$ cat src/rtl/axis_trigger_framer.sv
// Gates a continuous AXI4-Stream sample stream into triggered, fixed-length tlast frames.
// Optional level-crossing trigger is enabled by defining THRESHOLD_TRIG_EN.
module axis_trigger_framer #(
    parameter int unsigned DATA_WIDTH    = 16,
    parameter int unsigned LEN_WIDTH     = 16,
    parameter int unsigned HOLDOFF_WIDTH = 16,
    parameter int unsigned MAX_LENGTH    = 1000
) (
    input  logic                     clk,
    input  logic                     resetn,
    output logic                     s_tready,
    input  logic                     s_tvalid,
    input  logic [DATA_WIDTH-1:0]    s_tdata,
    input  logic                     trig_in,
    input  logic                     m_tready,
    output logic                     m_tvalid,
    output logic [DATA_WIDTH-1:0]    m_tdata,
    output logic                     m_tlast,
    input  logic                     cfg_enable,
    input  logic [LEN_WIDTH-1:0]     cfg_length,
    input  logic [HOLDOFF_WIDTH-1:0] cfg_holdoff,
    input  logic [DATA_WIDTH-1:0]    cfg_threshold,
    output logic                     busy,
    output logic [31:0]              frame_count,
    output logic                     cfg_err,
    output logic                     drop_err
);

    localparam logic [LEN_WIDTH-1:0]     MaxLen  = LEN_WIDTH'(MAX_LENGTH);
    localparam logic [LEN_WIDTH-1:0]     LenOne  = LEN_WIDTH'(1);
    localparam logic [HOLDOFF_WIDTH-1:0] HoldOne = HOLDOFF_WIDTH'(1);

    typedef enum logic [1:0] {StIdle, StArmed, StCapture, StHoldoff} state_e;

    state_e                   state_q, state_d;
    logic [LEN_WIDTH-1:0]     beat_q, beat_d;
    logic [LEN_WIDTH-1:0]     len_q, len_d;
    logic [HOLDOFF_WIDTH-1:0] hold_q, hold_d;
    logic                     fwd, fwd_last, cfg_err_set;
    logic                     trig, len_legal;

`ifdef THRESHOLD_TRIG_EN
    logic [DATA_WIDTH-1:0] prev_q;
    logic                  crossing;

    // Previous sample starts at the most negative value so the first sample at/above
    // threshold counts as a rising crossing.
    always_ff @(posedge clk) begin
        if (!resetn) begin
            prev_q <= {1'b1, {(DATA_WIDTH-1){1'b0}}};
        end else if (s_tvalid) begin
            prev_q <= s_tdata;
        end
    end

    assign crossing = ($signed(s_tdata) >= $signed(cfg_threshold)) &&
                      ($signed(prev_q) < $signed(cfg_threshold));
    assign trig     = trig_in | crossing;
`else
    logic unused_threshold;
    assign unused_threshold = ^cfg_threshold;
    assign trig             = trig_in;
`endif

    assign len_legal = (cfg_length != '0) && (cfg_length <= MaxLen);

    always_ff @(posedge clk) begin
        if (!resetn) begin
            state_q <= StIdle;
            beat_q  <= '0;
            len_q   <= '0;
            hold_q  <= '0;
        end else begin
            state_q <= state_d;
            beat_q  <= beat_d;
            len_q   <= len_d;
            hold_q  <= hold_d;
        end
    end

    always_comb begin
        state_d     = state_q;
        beat_d      = beat_q;
        len_d       = len_q;
        hold_d      = hold_q;
        fwd         = 1'b0;
        fwd_last    = 1'b0;
        cfg_err_set = 1'b0;
        unique case (state_q)
            StIdle: begin
                if (cfg_enable) state_d = StArmed;
            end
            StArmed: begin
                if (!cfg_enable) begin
                    state_d = StIdle;
                end else if (s_tvalid && trig) begin
                    if (len_legal) begin
                        len_d = cfg_length;
                        fwd   = 1'b1;
                        if (cfg_length == LenOne) begin
                            fwd_last = 1'b1;
                            hold_d   = cfg_holdoff;
                            beat_d   = '0;
                            state_d  = StHoldoff;
                        end else begin
                            beat_d  = LenOne;
                            state_d = StCapture;
                        end
                    end else begin
                        cfg_err_set = 1'b1;
                    end
                end
            end
            StCapture: begin
                if (s_tvalid) begin
                    fwd = 1'b1;
                    if (beat_q == len_q - LenOne) begin
                        fwd_last = 1'b1;
                        hold_d   = cfg_holdoff;
                        beat_d   = '0;
                        state_d  = StHoldoff;
                    end else begin
                        beat_d = beat_q + LenOne;
                    end
                end
            end
            StHoldoff: begin
                // The beat that drains the last holdoff count leaves in the same cycle.
                if ((hold_q == '0) || (s_tvalid && (hold_q == HoldOne))) begin
                    hold_d  = '0;
                    state_d = cfg_enable ? StArmed : StIdle;
                end else if (s_tvalid) begin
                    hold_d = hold_q - HoldOne;
                end
            end
            default: state_d = StIdle;
        endcase
    end

    always_comb begin
        s_tready = 1'b1;
        busy     = (state_q == StCapture) || (state_q == StHoldoff);
    end

    always_ff @(posedge clk) begin
        if (!resetn) begin
            m_tvalid    <= 1'b0;
            m_tdata     <= '0;
            m_tlast     <= 1'b0;
            frame_count <= '0;
            cfg_err     <= 1'b0;
            drop_err    <= 1'b0;
        end else begin
            if (cfg_err_set) cfg_err <= 1'b1;
            if (fwd) begin
                m_tvalid <= 1'b1;
                m_tdata  <= s_tdata;
                m_tlast  <= fwd_last;
                if (m_tvalid && !m_tready) drop_err <= 1'b1;
                if (fwd_last) frame_count <= frame_count + 32'd1;
            end else if (m_tready) begin
                m_tvalid <= 1'b0;
            end
        end
    end

endmodule

$ cat config.mk
export PLATFORM = sky130hd
export DESIGN_NAME = axis_trigger_framer
export DESIGN_NICKNAME = d
export VERILOG_FILES = /design/src/rtl/axis_trigger_framer.sv
export SDC_FILE = /design/constraint.sdc
export NUM_CORES = 1
export LEC_CHECK = 0
export CELL_PAD_IN_SITES_DETAIL_PLACEMENT = 1
export CELL_PAD_IN_SITES_GLOBAL_PLACEMENT = 1
export CORE_ASPECT_RATIO = 1.1
export CORE_UTILIZATION = 38
export CTS_BUF_LIST = sky130_fd_sc_hd__clkbuf_16
export CTS_CLUSTER_DIAMETER = 50
export CTS_CLUSTER_SIZE = 25
export DETAILED_ROUTE_END_ITERATION = 12
export GPL_TIMING_DRIVEN = 0
export PLACE_DENSITY = 0.79
export SYNTH_ARGS = -nofsm -noshare
export SYNTH_HDL_FRONTEND = slang
export SYNTH_SLANG_ARGS = --single-unit
$ cat constraint.sdc
create_clock -name clk -period 3.9 [get_ports clk]
set_input_delay 0.585 -clock clk [delete_from_list [all_inputs] [get_ports clk]]
set_output_delay 0.585 -clock clk [all_outputs]
set_load 0.005 [all_outputs]
; Word-level counts from Yosys, hierarchy flattened
; Cells that the tools add are included.
[classes]
n_div = 0
muxes = 44
multipliers = 0
eq_ne = 17
bitwise = 0
addsub = 4
n_lt_le_gt_ge = 1
shift = 0
reduce_logical = 19
[op_table]
columns = cell, count
row1 = 16-bit two-way mux, 13
row2 = 16-bit one-hot mux with 3 select lines, 1
row3 = "32-bit by 1-bit adder with 32-bit output, second input constant", 1
row4 = "16-bit by 1-bit == test with 1-bit output, second input constant", 2
row5 = 16-bit one-hot mux with 2 select lines, 1
row6 = "16-bit by 1-bit subtractor with 16-bit output, second input constant", 2
row7 = 1-bit two-way mux, 19
row8 = "16-bit by 1-bit adder with 16-bit output, second input constant", 1
row9 = 16-bit == test, 1
row10 = "16-bit by 10-bit less-or-equal comparator with 1-bit output, second input constant", 1
row11 = 16-bit logical NOT, 1
row12 = "2-bit inequality test, second input constant", 8
row13 = 16-bit nonzero test, 1
row14 = 2-bit two-way mux, 7
row15 = "3-bit inequality test, second input constant", 3
row16 = 2-bit one-hot mux with 4 select lines, 1
row17 = 8-bit AND reduction, 1
row18 = 6-bit AND reduction, 1
row19 = 5-bit AND reduction, 1
row20 = "2-bit == test, second input constant", 2
row21 = 1-bit logical AND, 4
row22 = 1-bit one-hot mux with 2 select lines, 2
row23 = 2-bit AND reduction, 2
row24 = 4-bit AND reduction, 1
row25 = 6 further kinds, 8
[word_totals]
input_bits = 70
rom_bits = 0
regBits = 102
ram_bits = 0
output_inout_bits = 54
n_memories = 0
latch_bits = 0

; Depth between registers and ports, before layout
[depth]
word_depth = 7
ltp_mapped = 12

; Least setup slack after synthesis
; Ideal clock, no wire load.
[synth_timing]
kind = flip-flop to flip-flop
start = register len_q[0]
end = register frame_count[14]
path_buffers = 1
t_arrival_ns = 2.750
path_stages_with_launch = 12
setup_time_ns = 0.072
required_time_ns = 3.828
path_slack_ns = 1.078
period_less_slack_ns = 2.822
cell_sequence = dfxtp_1 inv_1 ha_1 nor3b_1 nand4_1 xnor2_1 nor4_1 nand3_1 o31a_1 buf_6 nor4_1 mux2i_1
[synth_between]
elab_chain_len = 6
[synth_lines]
columns = item, line
row1 = start: declaration, 37  ; logic [LEN_WIDTH-1:0] len_q, len_d;
row2 = start signal: assignment, 76  ; len_q <= len_d;
row3 = 16-bit by 1-bit subtractor with 16-bit output, 117  ; if (beat_q == len_q - LenOne) begin
row4 = 16-bit == test, 117
row5 = 1-bit two-way mux, 117
row6 = 1-bit two-way mux, 115  ; if (s_tvalid) begin
row7 = 1-bit one-hot mux with 2 select lines, 89  ; unique case (state_q)
row8 = 2-bit AND reduction (no line), --
row9 = end signal: assignment, 160  ; if (fwd_last) frame_count <= frame_count + 32'd1;
row10 = end: declaration, 24  ; output logic [31:0] frame_count,
; No other way between the ends.
; A chain may end at the register's enable or synchronous reset.

; Worst setup path in the final report
[layout_timing]
start = register len_q[0]
end = register frame_count[29]
; The elaborated chain is that of the path after synthesis.

==> impl_results.md <==
* Status: finished clean
* RR Endpoint: frame_count[29]
* Reg2Reg Launch Point: len_q[0]
* # setup viols final at 0
* Min Tclk post-route at roughly 3700 ps
* Overall die width at around 120 µm
* Final-report hold violation count at 0
* Crit end category: flip-flop
* Pre-CTS setup slack at -87.1 ps
* CP Data Required Time at approximately 4100 ps
* Syn. warnings at 0
* Seq/Total Area, Yosys at between 30% and 40%
* Die area at 0.0157 mm²
* Final setup TNS at 0 ps
* Post-CTS Hold Fix Bufs at 0
* Global route overflow at 0
* Leakage at between 2 and 3 nW
* Worst hold slack at between 400 and 500 ps
* Clock Root Buffer: clkbuf_16
* Synth Area per Inst at around 8.4 µm²
* Clock transition at path regs at about 80 ps
* WP data arrival at roughly 3900 ps
* Least-Margin Pin Slew at 908 ps
* Post-DRT Antenna Nets at 0
* Seq cells post-synth at a little over 100
* Initial antenna violation count at 0
* Post_cts resized at 0
* Core Area at about 0.015 mm²
* DRC at 0
* Hpwl dp at around 14 mm
* Starting DRT DRC Count at roughly 310
* Max Cap Viol at 0
* R2R Setup Slk at just under 200 ps
* Area delta synth->final at 27.4%
* Worst slew margin at between 30 and 40%
* Pwr Total at 2.25 mW
* Vias post-DR at a little under 6000
* # clock sinks at 102
* Share of layout cells above drive strength 1 at approximately 5.9%
* Peak supply drop at ~0.00021 V
* Cell Pwr Density at ~310 mW/mm²
* Final Core Density at 50.2%
* Synth async-reset ratio at 0%
* Nets at 884
* Distinct cells, synth at between 60 and 70
* DR WL/cell at approximately 19 µm
* Post-Syn Area at 0.00576 mm²
* Die height at ~130 µm
* Peak Freq at approximately 270 MHz
* First-pass GRT wire length at 31.1 mm
* Met3 wire length at ~600 µm
* CTS Buf Count at 9
* Synth Instances at 686
* Gpl congestion at 0.935
* Vias per inst at between 5 and 6
* Final Cycle Share at between 90% and 100%
* Worst min-delay path class: flip-flop to flip-flop
* Worst hold stages at 2
* Syn Nets at ~770
* Final Skew at a little over 10 ps
* Top Layer Used: met4
* Post-Route M1 WL at approximately 8.4 mm
* WHS Endpoint: m_tlast
* Vias in the first global route at slightly above 6000
* CP Max Fanout at 10
* CTS tree: built
* Pins Over Slew Limit at 0
* Initial Util at approximately two fifths
* Ant. Diodes at 0
* Largest net degree at the start of global routing at 19
* Met2 WL at about 9.6 mm
* Launch point of the worst hold path: m_tlast
* Critical path class: flip-flop to flip-flop
* Row count at 46
* H-tree Lvls at 3
* RSZ-0062 raised after global routing: false
* Number of flops mapped to enable cells by yosys at 0
* Worst setup SP type: flip-flop
* First-pass detailed-route iteration total at 4
* Final wirelength at approximately 19 mm
* Top FF cell, synth: dfxtp_1
* PnR worst setup slack at about 200 ps
* Worst reg2reg path depth at 11
* # Post-CTS Setup Buffers at 0
* IO buf count at roughly 110
* GR Util All Layers at between 20% and 30%
* Boundary Pins at about 120
* Clock buffer depth at 2
* Clk_lat worst skew at ~360 ps
## registers in the layout, indices dropped and copies added, names as in the netlist, named ones only
register and count:
hold_q 16, drop_err 1, m_tdata 16, m_tvalid 1, m_tlast 1, len_q 16
cfg_err 1, frame_count 32, state_q 1, beat_q 16
## power breakdown
part | internal, mW | total [mW] | switching (mW)
Clock | 0.443 | 0.890 | 0.447
Combinational | 0.123 | 0.293 | 0.170
Sequential | 1.05 | 1.07 | 0.0160
Total | 1.62 | 2.25 | 0.633
## cell families after synthesis
logic type	after synthesis	synth area share, %
simple gates	309	28.4
compound gates	130	17.0
flops	102	35.4
buf+inv	57	4.32
xor+xnor	38	5.77
mux	38	6.60
fa+ha+maj	11	2.39
other cells	1	0.0651
## how the worst max path moves through the flow
stage | from | cells past startpoint | to
finish | len_q[0] | 11 | frame_count[29]
floorplan | len_q[0] | 11 | frame_count[14]
global route | cfg_length[1] | 10 | frame_count[16]
global placement | cfg_length[0] | 10 | hold_q[5]
detailed placement | cfg_length[1] | 10 | frame_count[29]
CTS | len_q[0] | 11 | frame_count[29]
## metrics by stage
| step | instance area [µm²] | cells |
|---|---|---|
| final | 7340 | 999 |
| after global routing | 7340 | 999 |
| after CTS | 7340 | 999 |
| after detailed placement | 7070 | 984 |
| after global placement | 7070 | 984 |
| after floorplan | 5760 | 686 |
## worst max-delay path, stage by stage (launching register included)
cell      delay, ps
dfxtp_1         360
inv_1           110
ha_1            290
nor3b_1         700
nand4_1         200
xnor2_1         210
nor4_1          270
nand3_1         130
o31a_1          400
clkbuf_1        290
o311ai_0        470
o41ai_1         140
## final cells by class
class	instances	area, µm²
Buffer	36	170
Clock buffer	9	225
Clock inverter	6	53.8
Fill cell	1762	7270
Inverter	21	78.8
Multi-Input combinational cell	527	3470
Sequential cell	102	2040
Tap cell	192	240
Timing Repair Buffer	106	1060
## layer usage
layer,track usage (%),vias to the layer above
li1,-,2748
met1,29.9,2887
met2,43.5,130
met3,2.82,31
met4,9.93,0
met5,0,-
## cells in the mapped netlist, types with 4 or more instances
cell      count  share of area [%]
nor4_1       15                1.6
xor2_1       21                3.2
nand2b_1     33                3.6
nor3b_1       7               0.91
o41ai_1      14                2.1
a211oi_1      6               0.78
xnor2_1      17                2.6
a21oi_1      26                2.3
o21ai_0      11               0.96
ha_1         11                2.4
nor4_2        4               0.87
nand3_1      26                2.3
nor3_1       22                1.9
or3_1         5               0.54
mux2i_1      38                6.6
or4_1         7               0.91
nand2_1      60                3.9
nor2b_1       6               0.65
inv_1        20                1.3
nand4_1      13                1.4
dfxtp_1     102                 35
and2_1       13                1.4
o211ai_1     11                1.4
o311ai_0     13                2.0
a22oi_1       4               0.52
nor2_1       79                5.1
a31oi_1       5               0.54
a311oi_1      6               0.91
clkbuf_1     25                1.6
buf_2         7               0.61
and3_1        4               0.43
## cells in the final DEF, fill, tap and decap left out, types with 7 or more instances in the layout
master           count
xor2_1              21
mux2i_1             38
nor4_1              15
nand2_1             60
clkdlybuf4s50_1    106
clkbuf_1            25
nand3_1             26
clkbuf_16            9
or4_1                7
o21ai_0             11
nor2_1              79
and2_1              13
nor3_1              22
dfxtp_1            102
nor3b_1              7
nand4_1             13
nand2b_1            33
buf_2                7
o211ai_1            11
inv_1               20
xnor2_1             17
o41ai_1             14
a21oi_1             26
ha_1                11
o311ai_0            13
(Power assumes the default switching activity.)
